## src/rtl/vga_timing_pkg.sv

```systemverilog
// vga_timing_pkg: 640x480@60 timing constants shared by the VGA counter and the
// sync generator, plus the bundle type carried through the alignment delay line.
package vga_timing_pkg;

  localparam int VGA_COUNT_WIDTH   = 10;
  localparam int VGA_TOTAL_COLS    = 800;
  localparam int VGA_TOTAL_ROWS    = 525;
  localparam int VGA_ACTIVE_COLS   = 640;
  localparam int VGA_ACTIVE_ROWS   = 480;
  localparam int VGA_H_FRONT_PORCH = 16;
  localparam int VGA_H_SYNC_PULSE  = 96;
  localparam int VGA_V_FRONT_PORCH = 10;
  localparam int VGA_V_SYNC_PULSE  = 2;

  // Raw (active-high) timing decode for one pixel position
  typedef struct packed {
    logic hs;
    logic vs;
    logic active;
    logic fs;
  } sync_bits_t;

  // True when value lies in the inclusive window [first, last]
  function automatic logic in_window(input logic [VGA_COUNT_WIDTH-1:0] value,
                                     input logic [VGA_COUNT_WIDTH-1:0] first,
                                     input logic [VGA_COUNT_WIDTH-1:0] last);
    return (value >= first) && (value <= last);
  endfunction

endpackage

```

## src/rtl/vga_delay_line.sv

```systemverilog
// vga_delay_line: WIDTH-bit shift register of DEPTH stages with synchronous clear.
// DEPTH=0 degenerates to a wire so the caller never needs a special case.
module vga_delay_line #(
  parameter int WIDTH = 4,
  parameter int DEPTH = 2
) (
  input  logic             i_Clk,
  input  logic             i_Rst,
  input  logic [WIDTH-1:0] i_Data,
  output logic [WIDTH-1:0] o_Data
);

  generate
    if (DEPTH == 0) begin : g_pass
      logic unused_clk_rst;
      assign unused_clk_rst = i_Clk ^ i_Rst;
      assign o_Data = i_Data;
    end else begin : g_shift
      logic [WIDTH-1:0] stages [DEPTH];

      // Advance one stage per clock; reset empties every stage to zero
      always_ff @(posedge i_Clk) begin
        if (i_Rst) begin
          for (int i = 0; i < DEPTH; i++) stages[i] <= '0;
        end else begin
          stages[0] <= i_Data;
          for (int i = 1; i < DEPTH; i++) stages[i] <= stages[i-1];
        end
      end

      assign o_Data = stages[DEPTH-1];
    end
  endgenerate

endmodule

```

## src/rtl/vga_sync_gen.sv

```systemverilog
// vga_sync_gen: decodes the free-running column/row counts into sync and active
// video, delays them to meet RGB from a pipelined pattern generator, blanks RGB
// outside the visible area and watches the counter for inconsistent steps.
module vga_sync_gen
  import vga_timing_pkg::*;
#(
  parameter int TOTAL_COLS      = VGA_TOTAL_COLS,
  parameter int TOTAL_ROWS      = VGA_TOTAL_ROWS,
  parameter int ACTIVE_COLS     = VGA_ACTIVE_COLS,
  parameter int ACTIVE_ROWS     = VGA_ACTIVE_ROWS,
  parameter int H_FRONT_PORCH   = VGA_H_FRONT_PORCH,
  parameter int H_SYNC_PULSE    = VGA_H_SYNC_PULSE,
  parameter int V_FRONT_PORCH   = VGA_V_FRONT_PORCH,
  parameter int V_SYNC_PULSE    = VGA_V_SYNC_PULSE,
  parameter int SYNC_ACTIVE_LOW = 1,
  parameter int VIDEO_WIDTH     = 3,
  parameter int RGB_DELAY       = 2
) (
  input  logic                       i_Clk,
  input  logic                       i_Rst,
  input  logic [VGA_COUNT_WIDTH-1:0] i_Col_Count,
  input  logic [VGA_COUNT_WIDTH-1:0] i_Row_Count,
  input  logic [VIDEO_WIDTH-1:0]     i_Red_Video,
  input  logic [VIDEO_WIDTH-1:0]     i_Grn_Video,
  input  logic [VIDEO_WIDTH-1:0]     i_Blu_Video,
  output logic                       o_HSync,
  output logic                       o_VSync,
  output logic [VIDEO_WIDTH-1:0]     o_Red_Video,
  output logic [VIDEO_WIDTH-1:0]     o_Grn_Video,
  output logic [VIDEO_WIDTH-1:0]     o_Blu_Video,
  output logic                       o_Active,
  output logic                       o_Frame_Start,
  output logic                       o_Count_Error
);

  localparam int CW = VGA_COUNT_WIDTH;

  localparam logic [CW-1:0] ACTIVE_COLS_C = CW'(ACTIVE_COLS);
  localparam logic [CW-1:0] ACTIVE_ROWS_C = CW'(ACTIVE_ROWS);
  localparam logic [CW-1:0] TOTAL_COLS_C  = CW'(TOTAL_COLS);
  localparam logic [CW-1:0] TOTAL_ROWS_C  = CW'(TOTAL_ROWS);
  localparam logic [CW-1:0] LAST_COL      = CW'(TOTAL_COLS - 1);
  localparam logic [CW-1:0] LAST_ROW      = CW'(TOTAL_ROWS - 1);
  localparam logic [CW-1:0] H_SYNC_FIRST  = CW'(ACTIVE_COLS + H_FRONT_PORCH);
  localparam logic [CW-1:0] H_SYNC_LAST   = CW'(ACTIVE_COLS + H_FRONT_PORCH + H_SYNC_PULSE - 1);
  localparam logic [CW-1:0] V_SYNC_FIRST  = CW'(ACTIVE_ROWS + V_FRONT_PORCH);
  localparam logic [CW-1:0] V_SYNC_LAST   = CW'(ACTIVE_ROWS + V_FRONT_PORCH + V_SYNC_PULSE - 1);
  localparam logic [CW-1:0] COUNT_ONE     = CW'(1);

  // Deasserted sync level; XOR with it turns raw sync into pin polarity
  localparam logic SYNC_IDLE = (SYNC_ACTIVE_LOW != 0);

  // Count monitor states
  localparam logic [0:0] MON_FIRST = 1'b0;
  localparam logic [0:0] MON_TRACK = 1'b1;

  sync_bits_t decoded;
  sync_bits_t aligned;

  logic [0:0]    mon_state;
  logic [CW-1:0] prev_col;
  logic [CW-1:0] prev_row;
  logic [CW-1:0] exp_col;
  logic [CW-1:0] exp_row;
  logic          count_bad;

  // Decode the incoming counts into raw active-high timing bits
  always_comb begin
    decoded.active = (i_Col_Count < ACTIVE_COLS_C) && (i_Row_Count < ACTIVE_ROWS_C);
    decoded.hs     = in_window(i_Col_Count, H_SYNC_FIRST, H_SYNC_LAST);
    decoded.vs     = in_window(i_Row_Count, V_SYNC_FIRST, V_SYNC_LAST);
    decoded.fs     = (i_Col_Count == '0) && (i_Row_Count == '0);
  end

  vga_delay_line #(
    .WIDTH ($bits(sync_bits_t)),
    .DEPTH (RGB_DELAY)
  ) u_align (
    .i_Clk  (i_Clk),
    .i_Rst  (i_Rst),
    .i_Data (decoded),
    .o_Data (aligned)
  );

  // Register the pins: polarity applied to sync, RGB gated by the aligned active bit
  always_ff @(posedge i_Clk) begin
    if (i_Rst) begin
      o_HSync       <= SYNC_IDLE;
      o_VSync       <= SYNC_IDLE;
      o_Active      <= 1'b0;
      o_Frame_Start <= 1'b0;
      o_Red_Video   <= '0;
      o_Grn_Video   <= '0;
      o_Blu_Video   <= '0;
    end else begin
      o_HSync       <= aligned.hs ^ SYNC_IDLE;
      o_VSync       <= aligned.vs ^ SYNC_IDLE;
      o_Active      <= aligned.active;
      o_Frame_Start <= aligned.fs;
      o_Red_Video   <= aligned.active ? i_Red_Video : '0;
      o_Grn_Video   <= aligned.active ? i_Grn_Video : '0;
      o_Blu_Video   <= aligned.active ? i_Blu_Video : '0;
    end
  end

  // Predict the next count pair from the previous one and flag any disagreement
  always_comb begin
    exp_col = prev_col + COUNT_ONE;
    exp_row = prev_row;
    if (prev_col == LAST_COL) begin
      exp_col = '0;
      exp_row = (prev_row == LAST_ROW) ? '0 : prev_row + COUNT_ONE;
    end
    count_bad = (i_Col_Count != exp_col) || (i_Row_Count != exp_row) ||
                (i_Col_Count >= TOTAL_COLS_C) || (i_Row_Count >= TOTAL_ROWS_C);
  end

  // First cycle after reset only captures; afterwards every step is checked and
  // the history always follows the live counts so one glitch flags only once
  always_ff @(posedge i_Clk) begin
    if (i_Rst) begin
      mon_state     <= MON_FIRST;
      prev_col      <= '0;
      prev_row      <= '0;
      o_Count_Error <= 1'b0;
    end else begin
      mon_state <= MON_TRACK;
      prev_col  <= i_Col_Count;
      prev_row  <= i_Row_Count;
      if ((mon_state == MON_TRACK) && count_bad) o_Count_Error <= 1'b1;
    end
  end

endmodule

```

## config.mk

```make
export PLATFORM = sky130hd
export DESIGN_NAME = vga_sync_gen
export DESIGN_NICKNAME = d
export VERILOG_FILES = /design/src/rtl/vga_timing_pkg.sv /design/src/rtl/vga_delay_line.sv /design/src/rtl/vga_sync_gen.sv
export SDC_FILE = /design/constraint.sdc
export NUM_CORES = 1
export LEC_CHECK = 0
export CAP_MARGIN = 20
export CORE_MARGIN = 5
export CORE_UTILIZATION = 35
export CTS_BUF_LIST = sky130_fd_sc_hd__clkbuf_8
export CTS_CLUSTER_SIZE = 30
export DETAILED_ROUTE_END_ITERATION = 10
export GPL_ROUTABILITY_DRIVEN = 0
export PLACE_DENSITY = 0.64
export SLEW_MARGIN = 5
export SYNTH_ARGS = -nofsm -noshare
export SYNTH_HDL_FRONTEND = slang
export SYNTH_SLANG_ARGS = --single-unit
```

## constraint.sdc

```tcl
create_clock -name i_Clk -period 5.2 [get_ports i_Clk]
set_input_delay 1.04 -clock i_Clk [delete_from_list [all_inputs] [get_ports i_Clk]]
set_output_delay 1.04 -clock i_Clk [all_outputs]
set_load 0.01 [all_outputs]
```

==> qor.yml <==
status: "complete, no violations"
rr_endpoint: "o_Count_Error$_SDFFE_PP0P_"
yosysUniqueCellTypes: 57
critPathLaunchType: "input pin"
ys_top_cells_by_count: "dfxtp_1, nor2b_1, nand2_1, nor3_1"
grt_overflow: 0
synth_most_common_cell: "dfxtp_1"
syn_nets: 295
finClkSkew_ns: 0.007797
ctsRootBufferMaster: "clkbuf_8"
wl_um: 5787
cts_hold_buf: 0
pwr-share-comb: 0.147
synthArstFlopShare: 0
cp_top_family: "compound AO/OA/AOI/OAI gates"
power_density_nw_per_um2: 239.4
intPower_w: 0.0004885
seq_power_share: 0.526
critPathMaxStageDelay_ns: 0.55
vdd_drop_max_mv: 0.1124
final_antenna_net_count: 0
die_area_um2: 8135
grt_use_total: 0.1405
cts_made_buffers: 5
period_share: 0.5761
p_sw_frac: 0.2754
ys_warn_count: 0
num-nets-final: 333
final.setup.tns_ns: 0
clock_sinks: 43
antenna_found_initial: 0
start_util: 0.3565
reg2reg_slack_ns: 2.21
criticalPathCategory: "in -> reg"
synth_area_um2: 2251
netlist_instances: 261
cts_setup_buffers: 0
setup.worst_path.end_class: "flop"
place_inst: 369
grt_pass1_vias: 1899
die_h_um: 90.20
h-tree-depth: 2
ctsResizeCount: 0
worst-r2r-cell-count: 9
num_vias: 2033
worstPathRequired_ns: 5.39
leakage_nw: 0.9800
worstSkewPairLatency_ns: 0.30
path_depth: 8
cp_slowest_cell: "clkdlybuf4s50_1"
instances_no_fill: 377
tightestPinTransition_ns: 0.7285
crit_arrival_ns: 3.18
yosys-top-cells-area: "dfxtp_1, nor2b_1, xnor2_1"
max_freq_mhz: 333.8
reg2reg_from: "prev_row[0]$_SDFF_PP0_"
grt_max_degree: 16
grt_pass1_wl_um: 9404
core_area_um2: 6314
synth_edf_count: 0
yosys_register_bits: 43
drc: 0
syn_area_per_cell_um2: 8.624
drive_gt1_frac: 0.05667
synth-main-ff-cell: "dfxtp_1"
clockBufferDepth: 2
dr.pass1.iters: 4
clockPowerShare: 0.326
row_count: 29
crit_start: "i_Col_Count[5]"
maxCapViolCount: 0
final-hold-violation-count: 0
hold_path_class: "reg -> reg"
yosysSeqAreaShare: 0.3824
drt_iter0_markers: 160
yosysTopAreaCell: "dfxtp_1"
wl_per_cell_um: 15.35
crit_path_end: "o_Count_Error$_SDFFE_PP0P_"
setup_viol: 0
cp_num_buf_inv: 1
yosysTopAreaCellShare: 0.3824
cts_tree: "built"
slew_violations: 0
viasPerCell: 5.393
syn_to_final_growth_pct: 25.13
crit_chain: "clkdlybuf4s50_1 > o311a_1 > a21oi_1 > o311ai_0 > a2111oi_2 > nand4_1 > nor4b_2 > a31oi_1"
fillers: 654
ios: 45
crit_fanout: 9
rsz0062_at_grt: "false"
diodes: 0
period_needed_ns: 2.996
dp.final_hpwl_um: 4391
relSlewSlack: 0.5075
port_buffers: 44
power.switching_w: 0.0001857
clk_pin_slew_ns: 0.09
die_w_um: 90.20
==> state kept, by name, indices dropped and copies added (netlist names), 3 cells and up <==
register	cells
o_Grn_Video	3
prev_row	10
u_align.g_shift.stages	8
o_Blu_Video	3
o_Red_Video	3
prev_col	10
==> metal layers <==
metal	share of wire	up-vias	GRT usage
met4	0.019	0	0.05087
met3	0.043	10	0.02838
li1	-	1021	-
met1	0.47	950	0.1860
met5	0	-	0
met2	0.47	52	0.2256
==> how the worst min path moves through the flow <==
stage | startpoint | end | cells past startpoint
global route | u_align.g_shift.stages[0][6]$_SDFF_PP0_ | o_VSync$_SDFF_PP1_ | 1
CTS | u_align.g_shift.stages[0][6]$_SDFF_PP0_ | o_VSync$_SDFF_PP1_ | 1
floorplan | u_align.g_shift.stages[0][7]$_SDFF_PP0_ | o_HSync$_SDFF_PP1_ | 1
global placement | u_align.g_shift.stages[0][6]$_SDFF_PP0_ | o_VSync$_SDFF_PP1_ | 1
detailed placement | u_align.g_shift.stages[0][6]$_SDFF_PP0_ | o_VSync$_SDFF_PP1_ | 1
finish | u_align.g_shift.stages[0][6]$_SDFF_PP0_ | o_VSync$_SDFF_PP1_ | 1
==> worst reg2reg max path: cells and delay by family, from the launching register on <==
family	cells	cell delay, ns
muxes	1	0.21
DFF	1	0.39
AOI/OAI and AO/OA	2	0.23
and+or+nand+nor	4	1.78
adders and majority gates	1	0.15
buffers and inverters	1	0.10
==> cell usage in the layout, fill, tap and decap left out, types with 3 or more instances in the layout <==
master           Yosys  layout
a31oi_1              4       4
nand2b_1             4       4
nand3_1             10      10
xnor2_1              9       9
nor3_1              12      12
nand2_1             16      16
o21ai_0             11      11
dfxtp_1             43      43
and2_1               9       9
xor2_1               7       7
clkbuf_8             0       5
nor2b_1             25      25
or3_1                4       4
mux2i_1              3       3
nor2_1               9       9
a21oi_1             11      11
nand4_1              7       7
clkdlybuf4s50_1      0      44
ha_1                 3       3
inv_1                8       8
a211oi_1             3       3
nor4_1               8       8
==> per-stage QoR <==
stage	total power, W	hold slack, ns	utilization	cell area (µm²)	worst slack (ns)
floorplan	0.0004134	0.3517	-	2251	2.478
global placement	0.0004590	0.3573	0.4314	2724	1.958
detailed placement	0.0004602	0.3570	0.4314	2724	1.887
CTS	0.0006819	0.3779	0.4461	2816	2.209
global route	0.0007077	0.3963	0.4461	2816	1.917
finish	0.0006742	0.3747	0.4461	2816	2.204
==> area by class of cell <==
class | instances | area (µm²) | share of cell area
Clock buffer | 5 | 68.82 | 0.02443
Clock inverter | 3 | 23.77 | 0.008441
Inverter | 8 | 30.03 | 0.01066
Multi-Input combinational cell | 196 | 1289 | 0.4576
Sequential cell | 43 | 860.8 | 0.3056
Tap cell | 77 | 96.34 | 0.03421
Timing Repair Buffer | 45 | 447.9 | 0.1590
==> power groups by stage <==
stage	Sequential [W]	Combinational (W)	Clock [W]
after floorplan	0.000356	0.0000570	0
after global placement	0.000362	0.0000967	0
after detailed placement	0.000362	0.0000979	0
after CTS	0.000355	0.0000988	0.000229
after global routing	0.000357	0.000108	0.000242
final	0.000355	0.0000993	0.000220
==> cell families (layout without fill, tap and decap cells) <==
logic type,Yosys count,in the layout,share of synthesized area
mux,3,3,0.01334
simple gates,125,125,0.3330
buf+inv,22,61,0.04503
xor+xnor,16,16,0.06226
fa+ha+maj,3,3,0.01668
flops,43,43,0.3824
compound gates,49,49,0.1473
No activity file was read; power rests on OpenSTA's default activity.
